<file path="config.mk">
export PLATFORM = sky130hd
export DESIGN_NAME = uart_rx_8e1
export DESIGN_NICKNAME = d
export VERILOG_FILES = /design/src/rtl/uart_rx_8e1.sv
export SDC_FILE = /design/constraint.sdc
export NUM_CORES = 1
export LEC_CHECK = 0
export ABC_CLOCK_PERIOD_IN_PS = 2100
export CAP_MARGIN = 10
export CORE_MARGIN = 3
export CORE_UTILIZATION = 27
export CTS_CLUSTER_DIAMETER = 80
export DETAILED_ROUTE_END_ITERATION = 10
export GPL_ROUTABILITY_DRIVEN = 0
export PLACE_DENSITY = 0.47
export SETUP_SLACK_MARGIN = 0.1
export SLEW_MARGIN = 10
export SYNTH_ARGS = -nofsm -noshare
export SYNTH_HDL_FRONTEND = slang
export SYNTH_SLANG_ARGS = --single-unit
</file>
<file path="constraint.sdc">
create_clock -name i_clk -period 2.1 [get_ports i_clk]
set_input_delay 0.42 -clock i_clk [delete_from_list [all_inputs] [get_ports i_clk]]
set_output_delay 0.42 -clock i_clk [all_outputs]
set_load 0.02 [all_outputs]
</file>
<file path="src/rtl/uart_rx_8e1.sv">
// UART receiver, 8 data bits LSB-first, one stop bit, mid-bit sampling with a 2-FF input synchronizer.
// Define UART_RX_PARITY_EN for 8E1 frames (even parity bit checked); undefined gives 8N1.
module uart_rx_8e1 #(
  parameter int unsigned CLKS_PER_BIT = 16
) (
  input  logic       i_clk,
  input  logic       i_rst_n,
  input  logic       i_line,
  output logic [7:0] o_data,
  output logic       o_valid,
  output logic       o_parity_err,
  output logic       o_frame_err,
  output logic       o_busy
);

  localparam int unsigned   CW      = (CLKS_PER_BIT > 1) ? $clog2(CLKS_PER_BIT) : 1;
  localparam logic [CW-1:0] HALF_M1 = CW'(CLKS_PER_BIT / 2 - 1);
  localparam logic [CW-1:0] FULL_M1 = CW'(CLKS_PER_BIT - 1);

  typedef enum logic [2:0] {
    WAIT_IDLE,
    IDLE,
    START,
    DATA,
`ifdef UART_RX_PARITY_EN
    PARITY,
`endif
    STOP
  } state_t;

  state_t        state_q, state_d;
  logic [CW-1:0] cnt_q, cnt_d;
  logic [2:0]    idx_q, idx_d;
  logic [7:0]    shift_q, shift_d;
  logic          ferr_q, ferr_d;
  logic          done_q, done_d;
  logic          sync1_q, line_s;
`ifdef UART_RX_PARITY_EN
  logic          perr_q, perr_d;
`endif

  always_ff @(posedge i_clk or negedge i_rst_n) begin
    if (!i_rst_n) begin
      sync1_q <= 1'b1;
      line_s  <= 1'b1;
    end else begin
      sync1_q <= i_line;
      line_s  <= sync1_q;
    end
  end

  always_ff @(posedge i_clk or negedge i_rst_n) begin
    if (!i_rst_n) begin
      state_q <= WAIT_IDLE;
      cnt_q   <= '0;
      idx_q   <= '0;
      shift_q <= '0;
      ferr_q  <= 1'b0;
      done_q  <= 1'b0;
`ifdef UART_RX_PARITY_EN
      perr_q  <= 1'b0;
`endif
    end else begin
      state_q <= state_d;
      cnt_q   <= cnt_d;
      idx_q   <= idx_d;
      shift_q <= shift_d;
      ferr_q  <= ferr_d;
      done_q  <= done_d;
`ifdef UART_RX_PARITY_EN
      perr_q  <= perr_d;
`endif
    end
  end

  always_comb begin
    state_d = state_q;
    cnt_d   = cnt_q;
    idx_d   = idx_q;
    shift_d = shift_q;
    ferr_d  = ferr_q;
    done_d  = 1'b0;
`ifdef UART_RX_PARITY_EN
    perr_d  = perr_q;
`endif
    case (state_q)
      WAIT_IDLE: begin
        cnt_d = '0;
        if (line_s) state_d = IDLE;
      end
      // IDLE is only ever entered with the line seen high, so a low sample here is the falling edge.
      IDLE: begin
        cnt_d = '0;
        idx_d = '0;
        if (!line_s) state_d = START;
      end
      START: begin
        if (cnt_q == HALF_M1) begin
          cnt_d   = '0;
          state_d = line_s ? IDLE : DATA;
        end else begin
          cnt_d = cnt_q + 1'b1;
        end
      end
      DATA: begin
        if (cnt_q == FULL_M1) begin
          cnt_d   = '0;
          shift_d = {line_s, shift_q[7:1]};
          idx_d   = idx_q + 3'd1;
          if (idx_q == 3'd7) begin
`ifdef UART_RX_PARITY_EN
            state_d = PARITY;
`else
            state_d = STOP;
`endif
          end
        end else begin
          cnt_d = cnt_q + 1'b1;
        end
      end
`ifdef UART_RX_PARITY_EN
      PARITY: begin
        if (cnt_q == FULL_M1) begin
          cnt_d   = '0;
          perr_d  = (^shift_q) ^ line_s;
          state_d = STOP;
        end else begin
          cnt_d = cnt_q + 1'b1;
        end
      end
`endif
      STOP: begin
        if (cnt_q == FULL_M1) begin
          cnt_d   = '0;
          ferr_d  = ~line_s;
          done_d  = 1'b1;
          state_d = line_s ? IDLE : WAIT_IDLE;
        end else begin
          cnt_d = cnt_q + 1'b1;
        end
      end
      default: state_d = WAIT_IDLE;
    endcase
  end

  always_ff @(posedge i_clk or negedge i_rst_n) begin
    if (!i_rst_n) begin
      o_data       <= '0;
      o_valid      <= 1'b0;
      o_parity_err <= 1'b0;
      o_frame_err  <= 1'b0;
    end else begin
      o_valid <= done_q;
      if (done_q) begin
        o_data      <= shift_q;
        o_frame_err <= ferr_q;
`ifdef UART_RX_PARITY_EN
        o_parity_err <= perr_q;
`else
        o_parity_err <= 1'b0;
`endif
      end
    end
  end

  always_comb begin
    o_busy = (state_q != WAIT_IDLE) && (state_q != IDLE);
  end

endmodule

</file>
==> impl_results.md, run 1 <==
- Total track usage: 0.09399
- Post-CTS setup buffers: 0
- Crit path launch: state_q[2]$_DFFE_PN0P_
- Placement Rows: 26
- Peak supply drop: 0.4910 mV
- First-pass GRT wire length: 4.581 mm
- Fraction of layout instances using a drive strength above 1: 0.2889
- Setup CP Type: reg2out
- Initial Util: 0.2861
- Element type at the critical path end: output pin
- ANT cells: 0
- Die Span Y: 80.26 um
- Fin. Hold Viols: 0
- Synth area leader: dfrtp_1
- Max_cap viols: 0
- FFs w/ async S/R, synth: 1.000
- Yosys cell types: 38
- Largest net degree at the start of global routing: 33
- Clock-pin slew on the worst setup and hold paths: 0.07 ns
- Post-Synthesis Cells: 120
- Pwr/cell area: around 1100 mW/mm2
- Total number of vias: around 960
- Syn nets: 126
- CTS tree: done
- H-tree depth: 2
- Final Setup Violations: 0
- Area Growth Syn to Fin: 19.83%
- CP bufs+invs: 1
- Hold path startpoint: sync1_q$_DFF_PN1_
- Ys Warns: 0
- Main synth FF type: dfrtp_1
- Pre-Repair DR Iteration Count: 4
- Gr ovfl total: 0
- CTS Buffer Depth: 2
- Detail Placement HPWL: approximately 1.9 mm
- Startpoint types: register
- Overall routed net length: 2.653 mm
- Flops & latches, synth: 32
- Total Power: 2.013 mW
- Crit path DAT: about 1.5 ns
- Nets: 140
- Multi-input combinational cell area: 621.8 um2
- Minimum clock period: slightly below 2 ns
- Routed Antenna Nets: 0
- # IOs: 15
- Post_cts resized: 0
- CTS Sinks: 32
- Most common cell after layout, fill and taps aside: dfrtp_1
- Slew Viols, Final: 0
- Req. time, crit path: 1.68 ns
- Cell Area, Synth: 0.001489 mm2
- Port Buf Inserts: 13
- Clk root buf: clkbuf_8
- Core area: 0.005205 mm2
- Status: finished, final reports clean
- Slowest cell on the critical path: clkdlybuf4s50_1
- RSZ-0062 raised after global routing: false
- FF-to-FF Start: cnt_q[0]$_DFFE_PN0P_
- Pleak: 0.7816 nW
- Number of synthesized flops with an enable pin: 0
- Die area: 0.006442 mm2
- Skew-Pair Late Insertion Delay: roughly 0.28 ns
- Commonest cells after routing, fill and taps aside: dfrtp_1 (30), mux2_2 (20), clkdlybuf4s50_1 (13)
- Die Width: about 80 um
- Post-synth top area share: 0.5042
- 1st-iter DRT viols: 62
- Cts bufs inserted: 5
- Drt via density: around 4.7
- Crit Path Max Fanout: 2
- TNS Setup: 0 ns
- Post-CTS Hold Fix Bufs: 0
- Fmax: between 500 and 600 MHz
- Final Cycle Share: 0.9192
- Worst path max stage delay: 0.54 ns
- Synth area leaders: dfrtp_1 (50%), mux2_2 (15%), a22o_1 (4.1%)
- Fillers: ~520
- HP Class: reg2reg
- Worst clock skew: 0.005316 ns
- Seq/Total Area, Yosys: 0.5395
- Register area: ~800 um2
- Initial antenna violation count: 0
- Critical-path cell list: or2_2 > clkdlybuf4s50_1
- Critical path's top delay family: buffers and inverters
- WL per Instance: roughly 13 um
- Vias in the first global route: 980
- Syn Area/Cell: roughly 12 um2
- Remaining DRCs: 0
==> state kept, by name, indices dropped and copies added (netlist names), 3 cells and up <==
name	flops
shift_q	8
state_q	3
idx_q	3
cnt_q	4
o_data	8
==> final timing paths <==
kind | slack (ns) | endpoint | depth (start not counted)
max in group asynchronous | 1.24 | line_s$_DFF_PN1_ | 2
worst min-delay path | 0.36 | line_s$_DFF_PN1_ | 0
worst max register to register | 0.23 | shift_q[1]$_DFFE_PN0P_ | 4
min in group asynchronous | 0.54 | o_data[6]$_DFFE_PN0P_ | 2
worst max-delay path | 0.17 | o_busy | 2
worst min register to register | 0.36 | line_s$_DFF_PN1_ | 0
==> logic make-up after synthesis <==
family / synth area share
flops: 0.5395
compound gates: 0.1328
simple gates: 0.1059
mux: 0.1513
buf+inv: 0.04286
fa+ha+maj: 0.02521
other cells: 0.002519
==> cells in the mapped netlist, types with 2 or more instances <==
cell type and instances:
o31ai_1 2, ha_1 3, a21oi_1 5, nand2_1 6
dfrtp_1 30, buf_6 2, clkbuf_1 2, nor3_1 4
a22o_1 7, nand3_1 2, nor2_1 3, dfstp_2 2
inv_1 2, o21ai_0 6, mux2_2 20, buf_2 2
==> power by group <==
| group | switching, mW | internal [mW] |
|---|---|---|
| Clock | 0.226 | 0.351 |
| Sequential | 0.157 | 0.732 |
| Combinational | 0.263 | 0.284 |
| Total | 0.646 | 1.37 |
==> layer usage <==
metal	GRT usage	wire [um]
met1	0.1097	1144
met2	0.1482	1315
met4	0.04899	68
met5	0	0
met3	0.03700	125
==> final cells by class <==
class,count,area share
clock buffers,5,0.03857
clock inverters,3,0.02384
inverters,2,0.004208
multi-input cells,77,0.3485
flip-flops and latches,32,0.4502
well taps,70,0.04909
repair buffers,16,0.08555
==> stage by stage <==
stage | hold slack (ns) | util | setup WS [ns] | instances | instance area, um2
floorplan | 0.1244 | - | 0.4259 | 120 | 1489
global placement | 0.3466 | 0.3214 | 0.3012 | 197 | 1673
detailed placement | 0.3482 | 0.3214 | 0.2207 | 197 | 1673
CTS | 0.3586 | 0.3428 | 0.1389 | 205 | 1784
global route | 0.3671 | 0.3428 | 0.1047 | 205 | 1784
finish | 0.3564 | 0.3428 | 0.1697 | 205 | 1784
(Power assumes the default switching activity.)
==> run 2, diff against run 1 <==
--- a/config.mk
+++ b/config.mk
@@ -7,7 +7,7 @@
 export LEC_CHECK = 0
 export ABC_CLOCK_PERIOD_IN_PS = 2100
 export CAP_MARGIN = 10
-export CORE_MARGIN = 3
+export CORE_MARGIN = 2
 export CORE_UTILIZATION = 27
 export CTS_CLUSTER_DIAMETER = 80
 export DETAILED_ROUTE_END_ITERATION = 10
==> impl_results.md, run 2 (synthesis gave the netlist of run 1 again) <==
- Status: finished, final reports clean
- Startpoint types: register
- Most common cell after layout, fill and taps aside: dfrtp_1
- Fillers: 555 (+5.9%)
- Post-CTS Hold Fix Bufs: 0 (unchanged)
- RSZ-0062 raised after global routing: false
- Final core occ: 0.3350 (-0.007834)
- Crit Path Max Fanout: 2 (unchanged)
- Max_cap viols: 0 (unchanged)
- Core area: 0.005405 mm2 (+3.8%)
- Fmax: 517.9 MHz (about the same)
- M1 WL: 1.259 mm (+10%)
- Element type at the critical path end: output pin
- Total number of vias: 1013 (+5.7%)
- Worst slack, placed: 0.2120 ns (-0.008619 ns)
- Post-route insts no fill: 209 (+2.0%)
- CTS Buffer Depth: 2 (unchanged)
- Total Power: 2.070 mW (+2.8%)
- Setup CP Type: reg2out
- # IOs: 15 (unchanged)
- Biggest regs: o_data (8), shift_q (8), cnt_q (4)
- Cts bufs inserted: 5 (unchanged)
- Final Setup Violations: 0 (unchanged)
- TNS Setup: 0 ns (unchanged)
- H-tree depth: 2 (unchanged)
- Nets: 142 (+1.4%)
- Drt via density: 4.847 (+3.7%)
- Final Cycle Share: 0.9195 (about the same)
- Placement Rows: 27 (+3.8%)
- DR WL met3: 126 um (+0.80%)
- CTS tree: done
- Die Span Y: 78.26 um (-2.5%)
- Vias in the first global route: 1014 (+3.5%)
- Fin. Hold Viols: 0 (unchanged)
- Req. time, crit path: 1.68 ns (about the same)
- Area Growth Syn to Fin: 21.60%
- Crit path DAT: 1.51 ns (about the same)
- Minimum clock period: 1.931 ns (+0.0006780 ns)
- Pre-Repair DR Iteration Count: 4 (unchanged)
- Gr ovfl total: 0 (unchanged)
- WL per Instance: 13.74 um (+6.2%)
- Detail Placement HPWL: 1.924 mm (+3.6%)
- Initial Util: 0.2755 (-0.01059)
- HP Class: reg2reg
- Dpl cells: 200 (+1.5%)
- 1st-iter DRT viols: 39 (-37%)
- Area after DPL: 0.001683 mm2 (+0.60%)
- Met2 WL: 1.407 mm (+7.0%)
- Remaining DRCs: 0 (unchanged)
- Die area: 0.006125 mm2 (-4.9%)
- First-pass GRT wire length: 4.892 mm (+6.8%)
- Commonest cells after routing, fill and taps aside: dfrtp_1 (30), mux2_2 (20), clkdlybuf4s50_1 (13)
- Port Buf Inserts: 13 (unchanged)
- Die Width: 78.26 um (-2.5%)
- PnR worst setup slack: 0.1690 ns (-0.0006780 ns)
- Pleak: 0.7950 nW (+1.7%)
- Initial antenna violation count: 0 (unchanged)
- Hold Slack: 0.3575 ns (+0.001074 ns)
- CTS Sinks: 32 (unchanged)
- Skew-Pair Late Insertion Delay: 0.28 ns (about the same)
- Clock-pin slew on the worst setup and hold paths: 0.07 ns (about the same)
- Total track usage: 0.1024 (+0.008370)
- Pwr/cell area: 1143 mW/mm2 (+1.3%)
- DR top layer: met4
- Slew Viols, Final: 0 (unchanged)
- Peak supply drop: 0.4922 mV (+0.24%)
- ANT cells: 0 (unchanged)
- Routed Antenna Nets: 0 (unchanged)
- Finished Cell Area: 0.001810 mm2 (+1.5%)
- Worst clock skew: 0.004860 ns (-0.0004564 ns)
- Clk root buf: clkbuf_8
- Fraction of layout instances using a drive strength above 1: 0.2920 (+0.003082)
- Largest net degree at the start of global routing: 33 (unchanged)
- Overall routed net length: 2.872 mm (+8.3%)
## run 2: cell type report
class | instances | area (um2) | share of cell area
clock buffers | 6 | 72.57 | 0.04008
repair buffers | 18 | 180.2 | 0.09952
multi-input cells | 77 | 621.8 | 0.3435
well taps | 72 | 90.09 | 0.04976
clock inverters | 2 | 35.03 | 0.01935
flip-flops and latches | 32 | 803.3 | 0.4437
inverters | 2 | 7.507 | 0.004147
## run 2: timing repair
item	4_1_cts	5_1_grt
gates resized for setup	0	0
setup endpoints to repair	0	8
endpoints found under the hold margin	0	0
buffers inserted	0	1
## run 2: worst max-delay path, stage by stage, from the launching register on
cell and delay (ns):
dfrtp_1 0.37, or2_2 0.32, clkdlybuf4s50_1 0.54
## run 2: path summary, 6_finish.rpt
kind	slack [ns]	cells past startpoint	end	start
min in group asynchronous	0.53	2	o_data[6]$_DFFE_PN0P_	i_rst_n
min reg2reg	0.36	0	line_s$_DFF_PN1_	sync1_q$_DFF_PN1_
max in group asynchronous	1.25	2	sync1_q$_DFF_PN1_	i_rst_n
min	0.36	0	line_s$_DFF_PN1_	sync1_q$_DFF_PN1_
max	0.17	2	o_busy	state_q[2]$_DFFE_PN0P_
max reg2reg	0.30	5	shift_q[7]$_DFFE_PN0P_	cnt_q[0]$_DFFE_PN0P_
## run 2: power breakdown
part           internal [mW]  total, mW  leakage (nW)  switching [mW]
clock                  0.352      0.575        0.0552           0.224
sequential             0.733      0.875         0.413           0.142
combinational          0.309      0.620         0.327           0.311
total                   1.39       2.07         0.795           0.677
## run 2: layer usage
metal | vias up | GRT usage
met2 | 30 | 0.1672
met1 | 502 | 0.1261
met3 | 9 | 0.02414
met4 | 0 | 0.05263
li1 | 472 | -
met5 | - | 0
==> run 3, diff against run 2 <==
--- a/config.mk
+++ b/config.mk
@@ -5,10 +5,11 @@
 export SDC_FILE = /design/constraint.sdc
 export NUM_CORES = 1
 export LEC_CHECK = 0
-export ABC_CLOCK_PERIOD_IN_PS = 2100
+export ABC_CLOCK_PERIOD_IN_PS = 1900
 export CAP_MARGIN = 10
 export CORE_MARGIN = 2
 export CORE_UTILIZATION = 27
+export CTS_BUF_LIST = sky130_fd_sc_hd__clkbuf_8
 export CTS_CLUSTER_DIAMETER = 80
 export DETAILED_ROUTE_END_ITERATION = 10
 export GPL_ROUTABILITY_DRIVEN = 0
==> constraint.sdc (replaced) <==
create_clock -name i_clk -period 1.9 [get_ports i_clk]
set_input_delay 0.38 -clock i_clk [delete_from_list [all_inputs] [get_ports i_clk]]
set_output_delay 0.38 -clock i_clk [all_outputs]
set_load 0.02 [all_outputs]
==> impl_results.md, run 3 (synthesis gave the netlist of run 1 again) <==
- Status: finished, final reports clean
- CTS Sinks: 32 (unchanged)
- ANT cells: 0 (unchanged)
- Fin. Hold Viols: 0 (unchanged)
- Placement Rows: 27 (unchanged)
- Startpoint types: register
- Clock power frac: 0.273 (-0.005)
- Seq pwr share: 0.423 (about the same)
- Crit path DAT: 1.31 ns (-0.20 ns)
- Worst slack, placed: 0.07446 ns (-0.1376 ns)
- Final Setup Violations: 0 (unchanged)
- Fraction of layout instances using a drive strength above 1: 0.3094 (+0.01738)
- Hold Slack: 0.3562 ns (-0.001290 ns)
- Drt via density: 4.758 (-1.8%)
- # IOs: 15 (unchanged)
- Worst clock skew: 0.004125 ns (-0.0007347 ns)
- 1st-iter DRT viols: 46 (+18%)
- Total Power: 2.276 mW (+10%)
- Clk root buf: clkbuf_8
- Commonest cells after routing, fill and taps aside: dfrtp_1 (30), mux2_2 (20), clkdlybuf4s50_1 (12)
- Cts bufs inserted: 5 (unchanged)
- Post-CTS Hold Fix Bufs: 0 (unchanged)
- Total track usage: 0.09843 (-0.003927)
- Clock-pin slew on the worst setup and hold paths: 0.07 ns (about the same)
- PnR worst setup slack: 0.2094 ns (+0.04035 ns)
- Most common cell after layout, fill and taps aside: dfrtp_1
- Cell Int Power: 1.551 mW (+11%)
- Largest net degree at the start of global routing: 33 (unchanged)
- CTS Buffer Depth: 2 (unchanged)
- HP Class: reg2reg
- Minimum clock period: 1.691 ns
- Skew-Pair Late Insertion Delay: 0.28 ns (about the same)
- WL per Instance: 12.79 um (-6.9%)
- Area Growth Syn to Fin: 22.69%
- Switch share: 0.3186 (-0.008277)
- Crit Path Max Fanout: 3 (+1)
- Reg2Reg Setup Slack: 0.27 ns (-0.03 ns)
- Die area: 0.006125 mm2 (unchanged)
- Initial Util: 0.2755 (unchanged)
- Total number of vias: 1004 (-0.89%)
- Area after DPL: 0.001690 mm2 (+0.45%)
- Initial antenna violation count: 0 (unchanged)
- Fmax: 591.5 MHz
- Peak supply drop: 0.4506 mV (-8.4%)
- Routed Antenna Nets: 0 (unchanged)
- RSZ-0062 raised after global routing: false
- H-tree depth: 2 (unchanged)
- Gr ovfl total: 0 (unchanged)
- Req. time, crit path: 1.52 ns (-0.16 ns)
- Pre-Repair DR Iteration Count: 4 (unchanged)
- Biggest regs: o_data (8), shift_q (8), cnt_q (4)
- Vias in the first global route: 997 (-1.7%)
- Die Span Y: 78.26 um (unchanged)
- Post-route insts no fill: 211 (+0.96%)
- Finished Cell Area: 0.001827 mm2 (+0.90%)
- Combinational share of power: 0.304 (+0.005)
- TNS Setup: 0 ns (unchanged)
- Remaining DRCs: 0 (unchanged)
- Core area: 0.005405 mm2 (unchanged)
- Setup CP Type: reg2out
- Max_cap viols: 0 (unchanged)
- Nets: 144 (+1.4%)
- Detail Placement HPWL: 1.879 mm (-2.4%)
- Dpl cells: 201 (+0.50%)
- Overall routed net length: 2.699 mm (-6.0%)
- Pwr/cell area: 1246 mW/mm2 (+9.0%)
- Slew Viols, Final: 0 (unchanged)
- P_sw: 725.3 uW (+7.2%)
- Die Width: 78.26 um (unchanged)
- Pleak: 0.8057 nW (+1.3%)
- Element type at the critical path end: output pin
- CTS tree: done
- Final core occ: 0.3380 (+0.003009)
- First-pass GRT wire length: 4.636 mm (-5.2%)
- Final Cycle Share: 0.8898
- Port Buf Inserts: 13 (unchanged)
-- run 3: power groups by stage --
| stage | Combinational [mW] | Clock [mW] | Sequential [mW] |
|---|---|---|---|
| 2_1_floorplan | 0.557 | 0 | 0.918 |
| 3_3_place_gp | 0.628 | 0 | 0.964 |
| 3_5_place_dp | 0.667 | 0 | 0.973 |
| 4_1_cts | 0.690 | 0.641 | 0.961 |
| 5_1_grt | 0.769 | 0.684 | 0.982 |
| 6_report | 0.691 | 0.622 | 0.963 |
-- run 3: worst paths after layout --
check,startpoint,cells after the start,endpoint
min in group asynchronous,i_rst_n,2,cnt_q[0]$_DFFE_PN0P_
worst min-delay path,sync1_q$_DFF_PN1_,0,line_s$_DFF_PN1_
worst min register to register,sync1_q$_DFF_PN1_,0,line_s$_DFF_PN1_
worst max register to register,cnt_q[1]$_DFFE_PN0P_,5,shift_q[7]$_DFFE_PN0P_
worst max-delay path,state_q[2]$_DFFE_PN0P_,2,o_busy
max in group asynchronous,i_rst_n,2,sync1_q$_DFF_PN1_
-- run 3: critical path: stages (launching register included) --
cell           delay (ns)
dfrtp_1              0.39
or2_2                0.32
dlygate4sd2_1        0.33
-- run 3: metal layers --
| metal | vias to the layer above | GRT usage | share of wire |
|---|---|---|---|
| met5 | - | 0 | 0 |
| met4 | 0 | 0.03684 | 0.015 |
| met3 | 6 | 0.04253 | 0.052 |
| met2 | 22 | 0.1655 | 0.51 |
| met1 | 503 | 0.1107 | 0.43 |
| li1 | 473 | - | - |
-- run 3: cell type report --
cell class / count / area [um2]
inverters: 2 / 7.507
fillers: 563 / 3578
clock inverters: 3 / 38.79
repair buffers: 20 / 193.9
multi-input cells: 77 / 624.3
clock buffers: 5 / 68.82
flip-flops and latches: 32 / 803.3
well taps: 72 / 90.09
-- run 3: timing repair --
item,CTS,global route
endpoints found under the setup margin,9,1
hold endpoints to repair,0,0
buffers inserted,2,0
pin swaps,1,0
resized for setup,1,1
cloned,0,0
==> edit: new RTL, flow settings as in run 1 <==
The option `UART_RX_PARITY_EN` is turned on by a define.
--- a/src/rtl/uart_rx_8e1.sv
+++ b/src/rtl/uart_rx_8e1.sv
@@ -2,2 +2,4 @@
 // Define UART_RX_PARITY_EN for 8E1 frames (even parity bit checked); undefined gives 8N1.
+`define UART_RX_PARITY_EN
+
 module uart_rx_8e1 #(
Behaviour: same outputs for any inputs over 10 cycles, from zero or initial values and one cycle with i_rst_n low; that may be too few to reach the edited logic, so the function may still have changed.
==> edit against run 1 <==
  * Die area up 6.3%
  * Critical path depth unchanged
  * Non-clock buffer count up 2
  * Setup slack better by 0.025 ns
  * Area after synthesis up 6.8%
  * Design area up 9.5%
  * Routed wire length up 7.3%
  * Sequential cell count up 2
  * Hold slack about the same
  * Total power up 8.7%
  * Critical endpoint unchanged
  * Largest cell class unchanged
==> edit: results (changes against run 1) <==
[clock_tree]
cts-root-buf=clkbuf_8  ; unchanged
cts.path.max_buffers=2  ; unchanged
numCtsBuffers=5  ; unchanged
cts_setup_buffers=0  ; unchanged
clock_latency_ns=0.28  ; about the same

[synth]
ys_top_cells_by_area=dfrtp_1, mux2_2, dfstp_2  ; was dfrtp_1, mux2_2, a22o_1
synth_cell_types=36  ; was 38
syn_area_per_cell_um2=12.14  ; was 12.41 µm²
synthTopCellsByCount=dfrtp_1, mux2_2, o21ai_0  ; was dfrtp_1, mux2_2, a22o_1
ys_seq_area_share_pct=53.66  ; was 53.95%
synth_nets=137  ; was 126

[grt]
grtUsageTotal_pct=10.09  ; was 9.399%
grt_max_degree=35  ; was 33
grt_pass1_vias=1072  ; was 980
grt_pass1_wl_um=5250  ; was 4581 µm
antenna_found_initial=0  ; unchanged

[place]
hpwl_um=1904  ; was 1857 µm
io_buffers=14  ; was 13
place_inst=213  ; was 197

[final_layout]
nFillCells=578  ; was 524
finalNonFillerCells=221  ; was 205
reg_top3=o_data (8), shift_q (8), cnt_q (4)  ; unchanged
layout-drive-gt1-share_pct=26.17  ; was 28.89%
final_nets=154  ; was 140

[worst_setup_path]
rr_endpoint=shift_q[7]$_DFFE_PN0P_  ; was shift_q[1]$_DFFE_PN0P_
r2r_slack_ns=0.37  ; was 0.23 ns
slowest_stage=clkdlybuf4s50_1  ; unchanged
rr_worst_depth=5  ; was 4
cp.arrival_ns=1.49  ; was 1.51 ns

[worst_hold_path]
min_path_type=reg2reg  ; unchanged
worst_hold_path.endpoint=line_s$_DFF_PN1_  ; unchanged

[power]
power.leakage_nw=0.8863  ; was 0.7816 nW
peakVddDrop_uv=516.7  ; was 491.0 µV

[routing]
drt_iter0_drc=102  ; was 62
drt_wl_total_um=2846  ; was 2653 µm
post_drt_via_cell_ratio=4.765  ; was 4.673

[sta]
fin_skew_ns=0.004709  ; was 0.005316 ns

[status]
outcome=finished, final reports clean  ; unchanged

edit: where the power goes:
group / total [mW] / switching [mW] / internal, mW / leakage, nW
registers: 0.860 / 0.115 / 0.745 / 0.452
clock network: 0.745 / 0.238 / 0.506 / 0.0714
logic: 0.584 / 0.279 / 0.305 / 0.363
total: 2.19 / 0.633 / 1.56 / 0.886
edit: worst max-delay path by stage:
stage	start	end	slack, ns	cells past startpoint
2_1_floorplan	cnt_q[0]$_DFFE_PN0P_	shift_q[0]$_DFFE_PN0P_	0.49	5
5_1_grt	state_q[2]$_DFFE_PN0P_	o_busy	0.15	2
3_5_place_dp	cnt_q[0]$_DFFE_PN0P_	shift_q[2]$_DFFE_PN0P_	0.38	5
4_1_cts	state_q[2]$_DFFE_PN0P_	o_busy	0.18	2
6_report	state_q[2]$_DFFE_PN0P_	o_busy	0.19	2
3_3_place_gp	cnt_q[0]$_DFFE_PN0P_	shift_q[5]$_DFFE_PN0P_	0.39	5
edit: final cells by class:
type	instances	share of cell area [%]
well taps	72	4.609
flip-flops and latches	34	43.66
multi-input cells	86	35.15
repair buffers	18	8.707
clock inverters	2	3.073
inverters	3	0.5762
clock buffers	6	4.225
edit: kinds of logic after synthesis:
kind of cell	synth area share (%)
simple gates	9.363
flops	53.66
xor+xnor	5.350
compound gates	11.33
mux	14.79
fa+ha+maj	2.361
buf+inv	3.147
edit: critical path, delay by kind of cell (launching register included):
kind	cells	cell delay, ns
buffers and inverters	1	0.54
DFF	1	0.38
and+or+nand+nor	1	0.29
edit: per-stage QoR:
step           utilization [%]  area (µm²)  hold slack, ns  worst slack [ns]
6_report                 34.85        1954          0.3561            0.1948
5_1_grt                  34.85        1954          0.3704            0.1526
4_1_cts                  34.85        1954          0.3578            0.1782
3_5_place_dp             32.31        1812          0.3475            0.3830
3_3_place_gp             32.31        1812          0.3470            0.3929
2_1_floorplan                -        1590          0.1244            0.4906
edit: layer usage:
layer  part of all wire [%]  vias to the layer above  GRT usage [%]
met5                      0                        -              0
met4                    1.8                        0          4.575
met3                    4.7                        5          2.928
met2                     46                       27          15.22
met1                     47                      520          13.33
li1                       -                      501              -
